[src/rtl/bundle_unpack_pkg.sv]
// Shared helpers for the bundle narrowing stage.
// Holds the lowest-set-bit search used by the lane priority encoder.
package bundle_unpack_pkg;

  localparam int unsigned MAX_LANES = 32;

  // Scan downward so the lowest set bit is the last one written.
  function automatic int unsigned lsb_idx(
    input logic [MAX_LANES-1:0] v
  );
    lsb_idx = 0;
    for (int i = MAX_LANES - 1; i >= 0; i--) begin
      if (v[i]) lsb_idx = unsigned'(i);
    end
  endfunction

endpackage

[src/rtl/bundle_unpack_prio.sv]
// Lowest-set-bit priority encoder over an N-bit lane vector.
// Also reports whether any bit is set and whether exactly one is.
import bundle_unpack_pkg::*;

module prio_enc_low #(
  parameter int N  = 4,
  parameter int IW = $clog2(N)
) (
  input  logic [N-1:0]  i_vec,
  output logic [IW-1:0] o_idx,
  output logic          o_any,
  output logic          o_one_hot
);

  logic [MAX_LANES-1:0] w_wide;

  assign w_wide    = MAX_LANES'(i_vec);
  assign o_idx     = IW'(lsb_idx(w_wide));
  assign o_any     = |i_vec;
  assign o_one_hot = o_any &&
    ((i_vec & (i_vec - N'(1))) == '0);

endmodule

[src/rtl/bundle_unpack.sv]
// Serializes a masked N-lane bundle into one item per cycle.
// Lanes leave in ascending order; a last-item handshake admits the next bundle.
import bundle_unpack_pkg::*;

module bundle_unpack #(
  parameter type data_t = logic [31:0],
  parameter int  N      = 4,
  parameter int  IW     = $clog2(N)
) (
  input  logic            clk,
  input  logic            resetn,
  input  logic            flush,
  output logic            ready_in,
  input  logic            valid_in,
  input  data_t [N-1:0]   data_in,
  input  logic [N-1:0]    mask_in,
  input  logic            ready_out,
  output logic            valid_out,
  output data_t           data_out,
  output logic [IW-1:0]   lane_out,
  output logic            last_out
);

  data_t [N-1:0] r_buf;
  logic [N-1:0]  r_pend;

  logic [IW-1:0] w_sel;
  logic          w_any;
  logic          w_one;
  logic          w_fire_out;
  logic          w_fire_in;
  logic [N-1:0]  w_clr;

  prio_enc_low #(
    .N  (N),
    .IW (IW)
  ) u_enc (
    .i_vec     (r_pend),
    .o_idx     (w_sel),
    .o_any     (w_any),
    .o_one_hot (w_one)
  );

  assign valid_out  = w_any;
  assign data_out   = w_any ? r_buf[w_sel] : '0;
  assign lane_out   = w_any ? w_sel : '0;
  assign last_out   = w_any && w_one;

  assign w_fire_out = w_any && ready_out;
  assign ready_in   = resetn && !flush &&
    (!w_any || (w_fire_out && w_one));
  assign w_fire_in  = ready_in && valid_in;
  assign w_clr      = N'(1) << w_sel;

  // flush drops pending lanes but keeps buf contents
  always_ff @(posedge clk) begin
    if (!resetn) begin
      r_pend <= '0;
      r_buf  <= '0;
    end else if (flush) begin
      r_pend <= '0;
    end else if (w_fire_in) begin
      r_buf  <= data_in;
      r_pend <= mask_in;
    end else if (w_fire_out) begin
      r_pend <= r_pend & ~w_clr;
    end
  end

endmodule

[config.mk]
export PLATFORM = sky130hd
export DESIGN_NAME = bundle_unpack
export DESIGN_NICKNAME = d
export VERILOG_FILES = /design/src/rtl/bundle_unpack_pkg.sv /design/src/rtl/bundle_unpack_prio.sv /design/src/rtl/bundle_unpack.sv
export SDC_FILE = /design/constraint.sdc
export NUM_CORES = 1
export LEC_CHECK = 0
export BUFFER_PORTS_ARGS = -buffer_cell sky130_fd_sc_hd__buf_2
export CAP_MARGIN = 20
export CORE_MARGIN = 8
export CORE_UTILIZATION = 48
export DETAILED_ROUTE_END_ITERATION = 16
export PLACE_DENSITY = 0.77
export REMOVE_ABC_BUFFERS = 1
export SKIP_CTS_REPAIR_TIMING = 1
export SLEW_MARGIN = 15
export SYNTH_ARGS = -nofsm -noshare
export SYNTH_HDL_FRONTEND = slang
export SYNTH_SLANG_ARGS = --single-unit
[constraint.sdc]
create_clock -name clk -period 1.9 [get_ports clk]
set_input_delay 0.57 -clock clk [delete_from_list [all_inputs] [get_ports clk]]
set_output_delay 0.57 -clock clk [all_outputs]
set_load 0.1 [all_outputs]
# [Word-level counts from Yosys, hierarchy flattened]
# Cells that the tools add are included.
[word_totals] register_bits=132 latch_bits=0 mem_bits_rw=0 romBits=0 input_bits=137 output_inout_bits=37 wordCells=38 n_memories=0
[op_classes] add_sub_neg=1 mul=0 div=0 order_cmp=1 eq_ne=0 shifts=1 muxes=10 bitwise=5 n_reduce_logical=15
[ops] cell="$bmux 32 s2" n=1
[ops] cell="$mux 32" n=2
[ops] cell="$mux 2" n=5
[ops] cell="$and 4x4->4" n=2
[ops] cell="$mux 4" n=2
[ops] cell="$logic_and 1x1->1" n=7
[ops] cell="$logic_not 4->1" n=1
[ops] cell="$not 4->4" n=1
[ops] cell="$reduce_or 4->1" n=1
[ops] cell="$shl 1x2->4 const A" n=1
[ops] cell="$sub 4x1->4 const B" n=1
[ops] cell="$lt 2x3->1 const B" n=1
[ops] cell="$logic_not 1->1" n=2
[ops] cell="$not 1->1" n=2
[ops] cell="$reduce_and 2->1" n=1
[ops] cell="$reduce_bool 2->1" n=1
[ops] cell="$reduce_or 2->1" n=1
[ops] cell="$logic_or 1x1->1" n=1

# [Logic depth before layout (Yosys ltp)]
# Gate-level depths: netlist of run 1.
[depth] depth_word=9 ltp_mapped=7 ltp_nobuf=4

# [By module]
# From an unflattened synthesis of run 1, not the netlist that was laid out.
[hier_totals] hier_cells=650 hier_area_um2=6349.8
[by_module_without_submodules] mod="bundle_unpack" instances=1 cells_per_inst=639 area_each_um2=6284.8 seq_area_each_um2=2642.5
[by_module_without_submodules] mod="prio_enc_low" instances=1 cells_per_inst=11 area_each_um2=65.1 seq_area_each_um2=0.0

# [Worst setup path before layout of run 1]
# OpenSTA, ideal clock, no wires.
[synth_timing] kind="reg-to-output" from="reg r_pend[3]" to="out data_out[13] (netlist bit)" arrival_time_ns=3.280 required_ns=1.330 path_slack_ns=-1.950 stages_incl_launch_ff=7 path_buffers=3 cell_sequence="dfxtp_1 > buf_2 > nor2b_1 > clkbuf_1 > buf_2 > a221oi_1 > o31ai_1"
[synth_rtl] item="start: declaration" line="bundle_unpack.sv:25" text="logic [N-1:0] r_pend;"
[synth_rtl] item="start signal: assignment" line="bundle_unpack.sv:64" text="r_pend <= mask_in;"
[synth_rtl] item="start signal: assignment" line="bundle_unpack.sv:66" text="r_pend <= r_pend & ~w_clr;"
[synth_rtl] item="end: declaration" line="bundle_unpack.sv:19" text="output data_t data_out,"

# [Final worst setup path of run 1]
[layout_timing] from="reg r_pend[3]" to="out ready_in"
[layout_via] elab_chain_len=7 elab_cells_between_ends=10 cone_classes="add/sub (1); bitwise (1); reduce/logical (8)"
[layout_lines] item="$sub 4x1->4" line="bundle_unpack_prio.sv:21" text="((i_vec & (i_vec - N'(1))) == '0);"
[layout_lines] item="$and 4x4->4" line="bundle_unpack_prio.sv:21"
[layout_lines] item="$logic_not 4->1" line="bundle_unpack_prio.sv:21"
[layout_lines] item="$logic_and 1x1->1" line="bundle_unpack_prio.sv:20" text="assign o_one_hot = o_any &&"
[layout_lines] item="$logic_and 1x1->1" line="bundle_unpack.sv:51" text="(!w_any || (w_fire_out && w_one));"
[layout_lines] item="$logic_or 1x1->1 (*)" line="bundle_unpack.sv:51"
[layout_lines] item="$logic_and 1x1->1 (*)" line="bundle_unpack.sv:50" text="assign ready_in = resetn && !flush &&"
[layout_lines] item="end: declaration" line="bundle_unpack.sv:13" text="output logic ready_in,"
# Mark *: on every way between the ends. The rest lies on a longest branch, timed or not.

==> flow_metrics.py, run 1 <==
metrics = {
    "timing": {
        "fin_skew_ns": 0.00921,
        "timing.fmax_mhz": 405,
        "fin_ws_ns": -0.569,
        "maxSlewViolCount": 0,
        "slew_headroom": 0.535,
        "finalHoldViolCount": 0,
        "layout_worst_path_cycle_share": 1.30,
        "fin_crit_ns": 2.47,
        "worst_slew_pin_slew_ns": 0.697,
        "rsz0062_at_grt": "yes",
        "setup_viol": 37,
    },
    "routing": {
        "drc_errors": 0,
        "wl_microns": 17900,
        "wl_per_cell_microns": 15.5,
        "antenna_left": 0,
        "drt_first_iter_violations": 433,
        "viasPerCell": 5.19,
        "num_vias": 5988,
        "first_pass_iters": 7,
    },
    "final_layout": {
        "stdcell_count": 1153,
        "fin_nets": 1102,
        "multi_input_area_sq_mm": 0.00338,
        "syn_to_final_growth_pct": 41.6,
        "utilization": 0.695,
        "antennaDiodeCount": 0,
        "ff_latch_area_sq_mm": 0.00265,
        "fill_cells": 978,
        "drive_gt1_frac": 0.306,
    },
    "floorplanning": {
        "io_pins": 174,
        "floorplan.initialDensity": 0.491,
        "design.core.area_sq_mm": 0.0132,
        "row_count": 42,
        "fp.dieW_microns": 132,
        "die_height_microns": 132,
        "die-area_sq_mm": 0.0175,
    },
    "clock_tree": {
        "clkTransAtPathRegs_ns": 0.06,
        "htreeDepth": 4,
        "cts_buffer_depth": 2,
        "cts_tree": "yes",
        "cts_num_sinks": 132,
        "root_buffer": "clkbuf_16",
        "clk_latency_ns": 0.42,
        "cts_inserted_buffers": 17,
    },
    "logic_synthesis": {
        "ys_ff_latch": 132,
        "ys_warn_count": 0,
        "syn_inst": 757,
        "avgSynthCellArea_sq_um": 8.55,
        "synth-seq-area-share": 0.408,
        "ys_types": 30,
        "synth.cell_area_sq_mm": 0.00647,
    },
    "worst_setup_path": {
        "crit_fanout": 3,
        "cp-end-kind": "output port",
        "slowest_delay_ns": 0.52,
        "cp_num_buf_inv": 2,
        "required_ns": 1.33,
        "cp-start-kind": "flip-flop",
        "path_cells": "buf_6 > or4_1 > o31a_1 > a21oi_2 > buf_12",
        "reg2reg_setup_slack_ns": 0.04,
        "timing.rr.start": "r_pend[2]$_SDFFE_PP0P_",
        "arrival_ns": 1.90,
        "r2r_cells": 7,
        "crit_start": "r_pend[3]$_SDFFE_PP0P_",
        "cp_slowest_cell": "or4_1",
        "worst-setup-path-type": "flip-flop to output port",
        "crit_family": "simple AND/OR/NAND/NOR gates",
        "r2r_end": "r_buf[56]$_SDFFE_PN0P_",
    },
    "power_and_ir_drop": {
        "p_sw_mw": 2.42,
        "p_int_mw": 5.86,
        "power.density_mw_per_mm2": 904,
        "power.share.combinational": 0.254,
        "leakagePower_nw": 3.97,
        "clkPwrFrac": 0.372,
        "max-vdd-ir-drop_uv": 632,
        "swShare": 0.292,
        "total_power_mw": 8.28,
        "power.share.sequential": 0.374,
    },
    "grt": {
        "grt_pass1_wl_microns": 27500,
        "gr-total-overflow": 0,
        "grt_pass1_vias": 5795,
        "grt_max_degree": 186,
        "gr-usage-all-layers": 0.190,
        "antenna_found_initial": 0,
    },
    "run_status": {
        "violations": "setup timing",
        "outcome": "finished, violations left",
    },
    "place": {
        "routabilityCongestion": 0.823,
        "placed_cells": 1109,
        "dpl.hpwl_microns": 11700,
        "dp_worst_setup_slack_ns": -0.433,
        "port_buffers": 173,
    },
    "hold_path": {
        "hold_path_class": "primary input to flip-flop",
        "hold_depth": 3,
        "worstHoldStart": "data_in[35]",
        "hold_path_end": "r_buf[35]$_SDFFE_PN0P_",
    },
    "run": {
        "cap_viol_max_count": 0,
    },
}
registers in the layout, indices dropped and copies added, names as in the netlist:
name and count:
r_pend 4, r_buf 128
layer usage:
layer | up-vias | GRT usage | share of wire
met1 | 2774 | 0.223 | 0.43
met5 | - | 0 | 0
met2 | 210 | 0.314 | 0.49
met4 | 0 | 0.0728 | 0.017
li1 | 2981 | - | -
met3 | 23 | 0.0652 | 0.066
tightest hold or removal path, stage by stage:
cell,delay (ns)
buf_2,0.09
nand2_1,0.05
mux2i_1,0.05
cell type report:
| class | instances | area share |
|---|---|---|
| tap | 176 | 0.0240 |
| sequential | 132 | 0.289 |
| clock buffer | 27 | 0.0560 |
| timing repair buffer | 258 | 0.257 |
| inverter | 1 | 0.000410 |
| clock inverter | 4 | 0.00491 |
| multi-input combinational | 555 | 0.369 |
how the worst max path moves through the flow:
| stage | to | slack [ns] | depth (start not counted) |
|---|---|---|---|
| 5_1_grt | data_out[17] | -0.64 | 6 |
| 3_5_place_dp | ready_in | -0.43 | 6 |
| 4_1_cts | data_out[17] | -0.63 | 6 |
| 3_3_place_gp | ready_in | -0.42 | 6 |
| 6_report | ready_in | -0.57 | 5 |
| 2_1_floorplan | data_out[0] | -3.00 | 3 |
through the flow:
step	cell area (sq um)	TNS [ns]	hold WS, ns
after floorplan	5980	-461.93	0.435
after global placement	8370	-11.16	0.442
after detailed placement	8370	-15.52	0.446
after CTS	8930	-19.55	0.381
after global routing	9170	-19.41	0.389
final	9170	-16.00	0.395
cells by family after synthesis:
family                   share of synthesized area
AO/OA/AOI/OAI                               0.0988
flip-flops                                   0.408
adder cells (fa/ha/maj)                    0.00174
AND/OR/NAND/NOR                              0.216
XOR/XNOR                                   0.00135
buffers and inverters                       0.0760
multiplexers                                 0.198
Yosys cell counts, drive strengths merged:
cell type / n / area share
buf: 24 / 0.049
nand2b: 1 / 0.00097
nor2b: 34 / 0.033
or4: 1 / 0.0012
o22a: 1 / 0.0014
inv: 1 / 0.00058
dfxtp: 132 / 0.41
o31ai: 33 / 0.038
mux2i: 128 / 0.20
a31oi: 1 / 0.00097
a21oi: 3 / 0.0023
o21bai: 2 / 0.0023
nand2: 294 / 0.17
nor3: 2 / 0.0015
or4b: 1 / 0.0015
xor2: 1 / 0.0014
o31a: 1 / 0.0014
nand3: 4 / 0.0031
a221oi: 31 / 0.042
maj3: 1 / 0.0017
o22ai: 2 / 0.0019
o21ai: 7 / 0.0072
a211oi: 1 / 0.0012
clkbuf: 45 / 0.026
nor2: 5 / 0.0029
nand3b: 1 / 0.0012
placed cells by master (no fill, tap or decap), types with 2 or more instances in the layout:
cell type	netlist	routed
o21ai_1	0	2
nor2_4	0	2
clkbuf_1	45	5
buf_4	0	59
o21bai_1	2	2
buf_6	1	6
a221oi_1	31	30
dfxtp_1	132	128
o21ai_0	6	4
a21oi_1	3	2
nand3_1	4	4
dfxtp_4	0	2
nand2_1	294	293
buf_2	8	135
nor2_1	5	2
clkbuf_16	0	19
nor2b_1	34	33
buf_12	13	55
clkinv_2	0	3
o22ai_1	2	2
clkbuf_8	0	5
o31ai_1	33	33
dfxtp_2	0	2
mux2i_1	128	128
power by group through the flow:
stage,Sequential [mW],Clock (mW),Combinational [mW]
2_1_floorplan,3.15,0,1.13
3_3_place_gp,3.14,0,2.01
3_5_place_dp,3.15,0,2.03
4_1_cts,3.09,3.14,2.04
5_1_grt,3.11,3.28,2.22
6_report,3.10,3.08,2.10
Note: power is estimated with default switching activity, not from simulation.
==> run 2, diff against run 1 <==
--- a/config.mk
+++ b/config.mk
@@ -16,4 +16,5 @@
 export SLEW_MARGIN = 15
 export SYNTH_ARGS = -nofsm -noshare
 export SYNTH_HDL_FRONTEND = slang
+export SYNTH_HIERARCHICAL = 1
 export SYNTH_SLANG_ARGS = --single-unit
==> flow_metrics.py, run 2 <==
metrics = {
    "routing": {
        "wl_microns": 18200,
        "viasPerCell": 4.90,
        "num_vias": 5192,
        "drc_errors": 0,
        "drt_first_iter_violations": 223,
        "wl_per_cell_microns": 17.1,
        "antenna_left": 0,
        "first_pass_iters": 6,
    },
    "logic_synthesis": {
        "ys_types": 25,
        "synth.cell_area_sq_mm": 0.00635,
        "synth.most_common_cell": "dfxtp_1",
        "ys_ff_latch": 132,
        "ys_warn_count": 6,
        "avgSynthCellArea_sq_um": 9.77,
        "synth.area.top_cells": "dfxtp_1, mux2i_1, mux4_2",
        "synth_top_area_frac": 0.416,
        "synth-async-reset-ratio": 0,
        "yosys.area.top_type": "dfxtp_1",
        "syn_inst": 650,
        "synth_common_cells": "dfxtp_1, inv_1, nand2_1, mux2i_1, and2_1",
        "synth_enable_flop_cells": 0,
        "synth-seq-area-share": 0.416,
        "synth_ff_type": "dfxtp_1",
    },
    "clock_tree": {
        "clk_latency_ns": 0.42,
        "cts_inserted_buffers": 17,
        "cts_buffer_depth": 2,
        "clkTransAtPathRegs_ns": 0.05,
        "cts_num_sinks": 132,
        "htreeDepth": 4,
        "root_buffer": "clkbuf_16",
        "cts_tree": "yes",
    },
    "worst_setup_path": {
        "crit_fanout": 7,
        "arrival_ns": 2.22,
        "path_cells": "nor2_4 > nor3_4 > buf_6 > clkbuf_16 > mux4_2 > and2_4 > buf_12",
        "cp_num_buf_inv": 3,
        "cp-end-kind": "output port",
        "slowest_delay_ns": 0.51,
        "cp-start-kind": "flip-flop",
        "cp_slowest_cell": "mux4_2",
        "worst-setup-path-type": "flip-flop to output port",
        "crit_family": "multiplexers",
        "required_ns": 1.33,
    },
    "grt": {
        "grt_pass1_wl_microns": 23100,
        "gr-total-overflow": 0,
        "gr-usage-all-layers": 0.176,
        "grt_pass1_vias": 4901,
        "antenna_found_initial": 2,
        "grt_max_degree": 129,
    },
    "timing": {
        "setup_viol": 169,
        "layout_worst_path_cycle_share": 1.47,
        "fin_skew_ns": 0.00482,
        "fin_ws_ns": -0.890,
        "fin_crit_ns": 2.79,
        "timing.fmax_mhz": 358,
        "slew_headroom": 0.626,
        "worst_slew_pin_slew_ns": 0.560,
        "worst_hold_slack_ns": 0.363,
        "rsz0062_at_grt": "yes",
        "finalHoldViolCount": 0,
        "maxSlewViolCount": 0,
    },
    "floorplanning": {
        "fp.dieW_microns": 131,
        "io_pins": 174,
        "floorplan.initialDensity": 0.485,
        "die_height_microns": 131,
        "design.core.area_sq_mm": 0.0131,
        "row_count": 42,
        "die-area_sq_mm": 0.0172,
    },
    "power_and_ir_drop": {
        "power.density_mw_per_mm2": 816,
        "max-vdd-ir-drop_uv": 640,
        "leakagePower_nw": 5.25,
        "total_power_mw": 7.79,
    },
    "place": {
        "routabilityCongestion": 0.726,
        "place_area_sq_mm": 0.00774,
        "dp_worst_setup_slack_ns": -0.661,
        "dpl.hpwl_microns": 11000,
        "port_buffers": 173,
    },
    "final_layout": {
        "syn_to_final_growth_pct": 50.3,
        "largest_reg_flops": 128,
        "fill_cells": 849,
        "fin_area_sq_mm": 0.00955,
        "final_common_cell": "buf_2",
        "final_cell_mix": "buf_2, inv_1, nand2_1",
        "utilization": 0.729,
        "reg.largest.list": "r_buf (128), r_pend (4)",
        "regMostFlops": "r_buf",
        "fin_nets": 1007,
        "ff_latch_area_sq_mm": 0.00266,
        "drive_gt1_frac": 0.404,
        "multi_input_area_sq_mm": 0.00307,
        "antennaDiodeCount": 0,
    },
    "run_status": {
        "violations": "setup timing",
        "outcome": "finished, violations left",
    },
    "hold_path": {
        "hold_path_class": "primary input to flip-flop",
    },
    "run": {
        "cap_viol_max_count": 0,
    },
}
==> run 2: cell types whose count changed after synthesis, moves of 9 or more <==
cell / before / now
mux4_2: 0 / 32
nand2_1: 294 / 130
nor2b_1: 34 / 2
buf_12: 13 / 0
inv_1: 0 / 131
and2_1: 0 / 35
o31ai_1: 33 / 0
buf_8: 0 / 9
clkbuf_1: 45 / 17
a221oi_1: 31 / 0
==> run 2: power by group <==
part | total (mW) | internal, mW | leakage (nW) | switching [mW]
Sequential | 3.04 | 2.94 | 1.08 | 0.0961
Combinational | 1.49 | 0.763 | 3.88 | 0.732
Clock | 3.26 | 2.06 | 0.293 | 1.20
==> run 2: final timing paths <==
check / start / endpoint / slack (ns) / cells past startpoint
hold / removal: mask_in[0] / r_pend[0]$_SDFFE_PP0P_ / 0.36 / 2
hold reg to reg: r_buf[99]$_SDFFE_PN0P_ / r_buf[99]$_SDFFE_PN0P_ / 0.46 / 2
setup / recovery: r_pend[3]$_SDFFE_PP0P_ / data_out[10] / -0.89 / 7
setup reg to reg: r_pend[1]$_SDFFE_PP0P_ / r_buf[112]$_SDFFE_PN0P_ / -0.23 / 8
==> run 2: layer usage <==
layer / up-vias / GRT usage / routed length (microns)
met4: 4 / 0.0466 / 212
li1: 2506 / - / -
met3: 22 / 0.0816 / 1390
met2: 165 / 0.295 / 9360
met5: - / 0 / 24
met1: 2495 / 0.197 / 7160
==> run 2: cell families (layout without fill, tap and decap cells) <==
| family | after synthesis | count (layout) | synth area share |
|---|---|---|---|
| simple gates | 174 | 174 | 0.122 |
| buf+inv | 172 | 405 | 0.128 |
| mux | 164 | 164 | 0.322 |
| flops | 132 | 132 | 0.416 |
| compound gates | 7 | 7 | 0.00985 |
| xor+xnor | 1 | 1 | 0.00138 |
==> run 2: per-stage QoR <==
step / TNS (ns) / cells
after CTS: -43.96 / 1032
after global routing: -61.50 / 1059
after detailed placement: -25.23 / 1000
after global placement: -19.78 / 1000
after floorplan: -383.27 / 609
final: -44.88 / 1059
==> run 2: cell type report <==
class,instances,share of cell area
repair buffers,242,0.264
multi-input cells,346,0.321
clock buffers,23,0.0511
well taps,176,0.0231
inverters,131,0.0515
clock inverters,9,0.0106
flip-flops and latches,132,0.278
